--- src/rtl/route_data_stream_if.sv ---
// Drain-side handshake bundle between the lane buffer and the LUT input.
interface route_data_stream_if #(
    parameter int WIDTH = 16
);
    logic [WIDTH-1:0] out_data;
    logic             out_valid;
    logic             out_ready;

    modport master (
        output out_data,
        output out_valid,
        input  out_ready
    );

    modport slave (
        input  out_data,
        input  out_valid,
        output out_ready
    );
endinterface

--- src/rtl/route_data_stream.sv ---
// Intermediate lane buffer: bulk load from M1, addressed feedback writes,
// latency-1 random reads and a valid/ready drain of all lanes to the LUT.
module route_data_stream #(
    parameter int LANES  = 10,
    parameter int WIDTH  = 16,
    parameter int ADDR_W = 4
) (
    input  logic                   clk,
    input  logic                   rst_n,
    input  logic [LANES*WIDTH-1:0] m1_result,
    input  logic                   bulk_load,
    input  logic                   fb_valid,
    input  logic [ADDR_W-1:0]      fb_addr,
    input  logic [WIDTH-1:0]       fb_data,
    input  logic                   rd_en,
    input  logic [ADDR_W-1:0]      rd_addr,
    input  logic                   drain_start,
    input  logic [WIDTH-1:0]       sram_data,
    input  logic                   data_out_sel,
    input  logic                   err_clr,
    route_data_stream_if.master    lut,
    output logic [WIDTH-1:0]       lut_data,
    output logic                   busy,
    output logic                   done,
    output logic                   err
);

    typedef enum logic {
        IDLE  = 1'b0,
        DRAIN = 1'b1
    } state_t;

    localparam logic [ADDR_W:0]   LANES_X = (ADDR_W+1)'(LANES);
    localparam logic [ADDR_W-1:0] LAST    = ADDR_W'(LANES - 1);

    state_t            state_q, state_d;
    logic [ADDR_W-1:0] ptr_q, ptr_d;
    logic [WIDTH-1:0]  out_data_q, out_data_d;
    logic              out_valid_q, out_valid_d;
    logic              done_q, done_d;
    logic              err_q, err_d, err_set;
    logic [WIDTH-1:0]  lane_q [LANES];

    logic              fb_ok, rd_ok, bulk_we, fb_we, drain_go;
    logic [ADDR_W-1:0] sel_addr;
    logic [WIDTH-1:0]  fwd_word;

    assign fb_ok    = {1'b0, fb_addr} < LANES_X;
    assign rd_ok    = {1'b0, rd_addr} < LANES_X;
    assign bulk_we  = (state_q == IDLE) && bulk_load;
    assign fb_we    = fb_valid && fb_ok && !bulk_we;
    assign drain_go = (state_q == IDLE) && drain_start && !bulk_load;

    // Source lane for the next out_data word, with same-cycle feedback forwarding.
    always_comb begin
        sel_addr = '0;
        if (state_q == DRAIN)
            sel_addr = ptr_q + ADDR_W'(1);
        else if (!drain_go)
            sel_addr = rd_addr;
        fwd_word = (fb_we && (fb_addr == sel_addr)) ? fb_data : lane_q[sel_addr];
    end

    // Lane storage: bulk load wins over feedback writes.
    always_ff @(posedge clk or negedge rst_n) begin
        if (!rst_n) begin
            for (int unsigned i = 0; i < LANES; i++)
                lane_q[i] <= '0;
        end else begin
            for (int unsigned i = 0; i < LANES; i++) begin
                if (bulk_we)
                    lane_q[i] <= m1_result[i*WIDTH +: WIDTH];
                else if (fb_we && (fb_addr == ADDR_W'(i)))
                    lane_q[i] <= fb_data;
            end
        end
    end

    // State, pointer, output and status registers.
    always_ff @(posedge clk or negedge rst_n) begin
        if (!rst_n) begin
            state_q     <= IDLE;
            ptr_q       <= '0;
            out_data_q  <= '0;
            out_valid_q <= 1'b0;
            done_q      <= 1'b0;
            err_q       <= 1'b0;
        end else begin
            state_q     <= state_d;
            ptr_q       <= ptr_d;
            out_data_q  <= out_data_d;
            out_valid_q <= out_valid_d;
            done_q      <= done_d;
            err_q       <= err_d;
        end
    end

    // Next-state, drain sequencing, random reads and error detection.
    always_comb begin
        state_d     = state_q;
        ptr_d       = ptr_q;
        out_data_d  = out_data_q;
        out_valid_d = out_valid_q;
        done_d      = 1'b0;
        err_set     = 1'b0;

        case (state_q)
            IDLE: begin
                if (fb_valid && !bulk_load && !fb_ok)
                    err_set = 1'b1;
                if (drain_go) begin
                    out_data_d  = fwd_word;
                    ptr_d       = '0;
                    out_valid_d = 1'b1;
                    state_d     = DRAIN;
                end else if (rd_en) begin
                    if (rd_ok)
                        out_data_d = fwd_word;
                    else
                        err_set = 1'b1;
                end
            end
            DRAIN: begin
                if (bulk_load)
                    err_set = 1'b1;
                if (fb_valid && !fb_ok)
                    err_set = 1'b1;
                if (out_valid_q && lut.out_ready) begin
                    if (ptr_q == LAST) begin
                        out_valid_d = 1'b0;
                        ptr_d       = '0;
                        state_d     = IDLE;
                        done_d      = 1'b1;
                    end else begin
                        ptr_d      = ptr_q + ADDR_W'(1);
                        out_data_d = fwd_word;
                    end
                end
            end
            default: state_d = IDLE;
        endcase

        if (err_set)
            err_d = 1'b1;
        else if (err_clr)
            err_d = 1'b0;
        else
            err_d = err_q;
    end

    assign lut.out_data  = out_data_q;
    assign lut.out_valid = out_valid_q;
    assign lut_data      = data_out_sel ? sram_data : out_data_q;
    assign busy          = (state_q == DRAIN);
    assign done          = done_q;
    assign err           = err_q;

endmodule

--- src/flat_wrapper.sv ---
// flat-port wrapper written by rule: the top's interface ports become plain ports
module route_data_stream_flat 
#(
    parameter int LANES  = 10,
    parameter int WIDTH  = 16,
    parameter int ADDR_W = 4
)
  (clk, rst_n, m1_result, bulk_load, fb_valid, fb_addr, fb_data, rd_en, rd_addr, drain_start, sram_data, data_out_sel, err_clr, lut_data, busy, done, err, lut_out_data, lut_out_valid, lut_out_ready);
  route_data_stream_if #(.WIDTH(WIDTH)) lut_i ();
  input  logic clk;
  input  logic rst_n;
  input  logic [LANES*WIDTH-1:0] m1_result;
  input  logic bulk_load;
  input  logic fb_valid;
  input  logic [ADDR_W-1:0] fb_addr;
  input  logic [WIDTH-1:0] fb_data;
  input  logic rd_en;
  input  logic [ADDR_W-1:0] rd_addr;
  input  logic drain_start;
  input  logic [WIDTH-1:0] sram_data;
  input  logic data_out_sel;
  input  logic err_clr;
  output logic [WIDTH-1:0] lut_data;
  output logic busy;
  output logic done;
  output logic err;
  output wire logic [$bits(lut_i.out_data)-1:0] lut_out_data;
  output wire logic [$bits(lut_i.out_valid)-1:0] lut_out_valid;
  input wire logic [$bits(lut_i.out_ready)-1:0] lut_out_ready;
  assign lut_out_data = lut_i.out_data;
  assign lut_out_valid = lut_i.out_valid;
  assign lut_i.out_ready = lut_out_ready;
  route_data_stream #(.LANES(LANES), .WIDTH(WIDTH), .ADDR_W(ADDR_W)) u_core (.clk(clk), .rst_n(rst_n), .m1_result(m1_result), .bulk_load(bulk_load), .fb_valid(fb_valid), .fb_addr(fb_addr), .fb_data(fb_data), .rd_en(rd_en), .rd_addr(rd_addr), .drain_start(drain_start), .sram_data(sram_data), .data_out_sel(data_out_sel), .err_clr(err_clr), .lut(lut_i), .lut_data(lut_data), .busy(busy), .done(done), .err(err));
endmodule
--- config.mk ---
export PLATFORM = sky130hd
export DESIGN_NAME = route_data_stream_flat
export DESIGN_NICKNAME = d
export VERILOG_FILES = /design/src/rtl/route_data_stream_if.sv /design/src/rtl/route_data_stream.sv /design/src/flat_wrapper.sv
export SDC_FILE = /design/constraint.sdc
export NUM_CORES = 1
export LEC_CHECK = 0
export BUFFER_PORTS_ARGS = -buffer_cell sky130_fd_sc_hd__buf_2
export CELL_PAD_IN_SITES_DETAIL_PLACEMENT = 0
export CELL_PAD_IN_SITES_GLOBAL_PLACEMENT = 1
export CORE_MARGIN = 3
export CORE_UTILIZATION = 36
export DETAILED_ROUTE_END_ITERATION = 10
export MAX_ROUTING_LAYER = met4
export PLACE_DENSITY = 0.8
export SYNTH_ARGS = -nofsm -noshare
export SYNTH_HDL_FRONTEND = slang
export SYNTH_SLANG_ARGS = --single-unit
--- constraint.sdc ---
create_clock -name clk -period 2.2 [get_ports clk]
set_clock_uncertainty 0.1 [all_clocks]
set_input_delay 0.44 -clock clk [delete_from_list [all_inputs] [get_ports clk]]
set_output_delay 0.44 -clock clk [all_outputs]
set_load 0.05 [all_outputs]
# Yosys cells after proc, flatten, opt, wreduce, memory -nomap -nowiden
# Cells that the tools add are included.
# totals
register_bits,184
in_bits,209
output_inout_bits,36
elab_cells,134
# op_classes
add_sub_neg,1
n_lt_le_gt_ge,3
eq_ne,17
muxes,57
bitwise,2
n_reduce_logical,38
# op_table
op,n
$mux 16,29
$bmux 16 s4,1
$pmux 16 s2,1
$reduce_bool 2->1,11
$logic_and 1x1->1,20
$mux 4,5
$mux 1,17
$eq 4x3->1 const B,4
$eq 4x4->1 const B,3
$eq 4x2->1 const B,2
$lt 4x4->1 const B,2
$pmux 4 s2,1
$ne 2x2->1 const B,3
$pmux 1 s2,3
$ge 5x5->1 const B,1
$not 4->5,1
$add 4x1->4 const B,1
$eq 4x1->1 const B,1
$eq 4x4->1,1
$logic_not 4->1,1
$reduce_and 4->1,1
$logic_not 1->1,3
$ne 3x1->1 const B,1
$ne 3x2->1 const B,1
4 further kinds,4

# Depth between registers and ports, before layout
# depth
word_depth,14
mapped_depth,11
mapped_depth_nobuf,9

# Worst setup path before layout
# Ideal clock, no wire load.
# synth_path
path_type,register to register
startpoint,reg u_core.state_q (netlist: u_core.busy)
endpoint,reg u_core.out_data_q[10] (netlist: u_core.lut.out_data[10])
setup_time_ns,0.094
t_arrival_ns,2.210
required_ns,2.006
setup_slack_ns,-0.204
stages_incl_launch_ff,10
path_buffers,3
synth_period_minus_slack_ns,2.404
cell_sequence,dfrtp_1 > buf_4 > inv_1 > and3_1 > or3_1 > buf_2 > buf_6 > a211oi_2 > nor3_1 > a221oi_2
# synth_via
elab_chain_len,14
elab_cells_between_ends,26
cone_classes,5 x eq/ne; 12 x mux; 2 x bitwise; 7 x reduce/logical
# synth_rtl
item,line_no,rtl
"start, declared",route_data_stream.sv:36,"state_t state_q, state_d;"
"start signal, assigned",route_data_stream.sv:89,state_q <= state_d;
$not 1->1,"route_data_stream.sv:50, route_data_stream.sv:52, route_data_stream.sv:107",
$logic_and 1x1->1 (2 in a row),route_data_stream.sv:52,assign drain_go = (state_q == IDLE) && drain_start && !bulk_load;
$mux 4,route_data_stream.sv:59,else if (!drain_go)
$mux 4,route_data_stream.sv:57,if (state_q == DRAIN)
$not 4->5 (not written as such),route_data_stream.sv:61,fwd_word = (fb_we && (fb_addr == sel_addr)) ? fb_data : lane_q[sel_addr];
$bmux 16 s4,route_data_stream.sv:61,
$mux 16 (not written as such) (2 in a row),route_data_stream.sv:61,
$mux 16,route_data_stream.sv:61,
$mux 16,route_data_stream.sv:117,if (rd_ok)
$mux 16,route_data_stream.sv:116,end else if (rd_en) begin
$mux 16,route_data_stream.sv:111,if (drain_go) begin
$pmux 16 s2,route_data_stream.sv:107,case (state_q)
"end signal, assigned",route_data_stream.sv:91,out_data_q <= out_data_d;
"end, declared",route_data_stream.sv:38,"logic [WIDTH-1:0] out_data_q, out_data_d;"
# Several ways; a longest one is shown, not always the timed one. The select of a mux whose other input is x is not followed.
# A chain may end at the register's enable or synchronous reset.

# Worst setup path in the final report
# layout_path
startpoint,reg u_core.ptr_q[0]
endpoint,reg u_core.out_data_q[4] (netlist: u_core.lut.out_data[4])
# layout_via
elab_chain_len,11
elab_cells_between_ends,18
cone_classes,1 x add/sub; 3 x eq/ne; 11 x mux; 1 x bitwise; 2 x reduce/logical
# layout_rtl
item,line_no,rtl
"start, declared",route_data_stream.sv:37,"logic [ADDR_W-1:0] ptr_q, ptr_d;"
"start signal, assigned",route_data_stream.sv:90,ptr_q <= ptr_d;
$add 4x1->4,route_data_stream.sv:58,sel_addr = ptr_q + ADDR_W'(1);
$mux 4,route_data_stream.sv:57,
$not 4->5 (not written as such),route_data_stream.sv:61,
$bmux 16 s4,route_data_stream.sv:61,
$mux 16 (not written as such) (2 in a row),route_data_stream.sv:61,
$mux 16,route_data_stream.sv:61,
$mux 16,route_data_stream.sv:117,
$mux 16,route_data_stream.sv:116,
$mux 16,route_data_stream.sv:111,
$pmux 16 s2,route_data_stream.sv:107,
# Several ways; a longest one is shown, not always the timed one. The select of a mux whose other input is x is not followed.

==> summary.md <==
| Metric | Value |
|---|---|
| DRC Markers | 0 |
| Die area | ~0.030 mm^2 |
| Unrepaired setup endpoints after global routing | true |
| Non-Filler Instances | roughly 1,900 |
| Final net count | approximately 1,700 |
| First-pass GRT wire length | about 57 mm |
| Crit Path Max Fanout | 7 |
| Io pins | around 250 |
| Wire per inst | between 20 and 25 um |
| Worst setup margin | -0.211 ns |
| PortBufs | 244 |
| Clock Tree Buf Depth | 2 |
| Number of enable flip-flop cells after synthesis | 0 |
| HP Class | in -> reg |
| CTS clk-pin slew, worst paths | about 0.07 ns |
| Status | complete, but fails checks |
| Mean Syn Cell Area | approximately 8.6 um^2 |
| Peak Freq | 415 MHz |
| Slew @ Worst Pin | around 0.46 ns |
| Final period utilization | 110% |
| Root Buffer | clkbuf_16 |
| Highest-delay cell along the critical path | dfrtp_1 |
| Post-synthesis sequential area ratio | roughly 45% |
| Failing checks | negative setup slack |
| Switching portion of total power | between 40 and 50% |
| Post-route ant nets | 0 |
| Mapped Area | slightly above 0.01 mm^2 |
| Sequential share of power | 28.8% |
| Worst Path Required | about 2.4 ns |
| Skew-Pair Late Insertion Delay | 0.44 ns |
| Final number of setup-violating endpoints | 16 |
| Vias | 9,760 |
| Pint | ~12,000 uW |
| Post-Route WL | between 30 and 40 mm |
| Setup Total Neg Slack | -2.82 ns |
| Fillers | roughly 2,700 |
| Worst Path Buf+Inv | 2 |
| Dominant synthesized flop cell | dfrtp_1 |
| H-tree levels | 4 |
| CP dominant cell by count | o21ai_4 |
| Largest net degree at the start of global routing | 70 |
| CP peak stage delay | 0.43 ns |
| Final min period | ~2.4 ns |
| TritonCTS clock tree | done |
| Fin util | 50.5% |
| Fin. Hold Viols | 0 |
| VDD IR max | about 0.00074 V |
| Area of the multi-input gates | about 0.0055 mm^2 |
| DR pass1 iterations | 5 |
| Synth Net Count | around 1,400 |
| Clock network power share | 14.0% |
| Startpoint types | flop |
| Clock sink count | between 150 and 200 |
| Critical setup path kind | reg -> reg |
| Yosys Warn Count | 0 |
| Register area | 0.00461 mm^2 |
| Pleak | 0.00604 uW |
| GRT Util Overall | 24.7% |
| Critical path arrival | ~2.7 ns |
| Starting density of the core | between 30% and 40% |
| Post-Syn Instances | about 1,200 |
| Asr flop ratio synth | 100% |
| Commonest cells after routing, fill and taps aside | nand2_1, buf_2, dfrtp_1 |
| Number of global-route vias before repair | roughly 9,600 |
| Seq cells post-synth | approximately 180 |
| Rel. slew slack | slightly below 70% |
| P&R area growth vs syn | 36.1% |
| Placed cells | between 1,500 and 2,000 |
| Die Y | roughly 170 um |
| Post-DP HPWL | about 27 mm |
| Commonest non-fill, non-tap cell in the layout | nand2_1 |
| PD cells | about 1600 mW/mm^2 |
| CTS Buf Count | 17 |
| DRT iter0 DRCs | 969 |
| Die width | around 170 um |
| Fin. max-slew vios | 0 |
| Comb pwr share | about 57% |
| Core area | between 0.02 and 0.03 mm^2 |
| CP Capture Type | flop |
| Critical-path cell list | ha_4 > nand2b_4 > o21ai_4 > buf_6 > or3_4 > a21boi_2 > o21ai_4 > and2_4 > buf_8 > a221oi_4 |
| Via-to-Cell Ratio | approximately 5.3 |
| Global route total overflow | 0 |
| Max Cap Violations | 0 |
| Cell variety after synth | slightly above 50 |
| R2R Setup Slk | -0.21 ns |
| GPL Wtd Cong | 0.910 |
| CP delay by family, top | simple AND/OR/NAND/NOR gates |
| Share of cells above drive strength 1 | approximately a third |
| Psw | 9530 uW |
| Initial antenna violation count | 1 |
| Site row count | 60 |
-- routing by layer --
metal  up-vias  GRT usage (%)  part of all wire, %
li1       4675              -                    -
met3        34           4.27                  7.3
met4         0           6.50                  2.0
met2       367           35.0                   43
met5         -              -                    0
met1      4684           36.5                   47
-- cell usage after synthesis, types with 4 or more instances --
cell,count,share of area (%)
nand2_1,265,9.8
dfrtp_1,184,45
o21ai_0,139,6.9
a21oi_1,127,6.3
nor2_1,85,3.1
mux2i_1,83,8.2
clkbuf_1,63,2.3
a22oi_1,32,2.4
a221oi_1,21,1.8
inv_1,20,0.74
buf_2,19,0.94
a21o_1,16,1.2
mux2_2,16,1.8
nor3_1,16,0.79
a211oi_2,9,1.1
a221oi_2,9,1.3
nand2b_1,9,0.56
a211oi_1,8,0.59
buf_6,4,0.44
nand3_1,4,0.20
-- timing repair --
| item | CTS | global route |
|---|---|---|
| resized for setup | 37 | 48 |
| hold endpoints to repair | 33 | 0 |
| hold buffers | 1 | 0 |
| cloned | 1 | 5 |
| buffers inserted | 11 | 4 |
| pin swaps | 13 | 14 |
| setup endpoints to repair | 16 | 16 |
-- cells by family after synthesis --
logic type / synth area share, %
compound gates: 23.2
xor+xnor: 0.432
flops: 45.4
simple gates: 16.0
mux: 9.97
buf+inv: 4.79
fa+ha+maj: 0.247
-- sequential cells by signal, indices dropped and copies added (netlist names) --
register and cells:
u_core.lut.out_data 16, u_core.done 1, u_core.ptr_q 4, u_core.lane_q 160
u_core.lut.out_valid 1, u_core.busy 1, u_core.err 1
-- power groups by stage --
stage / registers (uW) / clock network (uW) / logic (uW)
after floorplan: 6340 / 0 / 5940
after global placement: 6220 / 0 / 9790
after detailed placement: 6240 / 0 / 9930
after CTS: 6190 / 3090 / 11100
after global routing: 6420 / 3220 / 13500
final: 6280 / 3040 / 12500
-- area by class of cell --
class	instances	area share [%]
sequential	184	33.4
inverter	20	0.544
timing repair buffer	357	18.7
antenna	1	0.0181
clock inverter	13	0.961
clock buffer	19	3.14
tap	372	3.37
multi-input combinational	885	39.9
-- tightest hold or removal path, stage by stage --
cell,delay (ns)
buf_2,0.07
nand2_1,0.04
o21ai_0,0.05
-- path summary, 6_finish.rpt --
check | from | end | cells past startpoint
worst max-delay path | u_core.ptr_q[0] | u_core.lut.out_data[4] | 10
worst min-delay path | m1_result[86] | u_core.lane_q[70] | 3
worst max register to register | u_core.ptr_q[0] | u_core.lut.out_data[4] | 10
worst min register to register | u_core.lane_q[106] | u_core.lane_q[106] | 2
max in group asynchronous | rst_n | u_core.lane_q[116] | 3
min in group asynchronous | rst_n | u_core.lane_q[80] | 2
-- through the flow --
stage	power [uW]	instance area [um^2]	hold WS (ns)	worst slack, ns
after global placement	16000	12500	0.276	-0.245
after global routing	23100	13800	0.0964	-0.288
final	21800	13800	0.0990	-0.211
after CTS	20300	13400	0.0886	-0.161
after detailed placement	16200	12500	0.280	-0.336
after floorplan	12300	10200	0.0444	-0.0217
No activity file was read; power rests on OpenSTA's default activity.
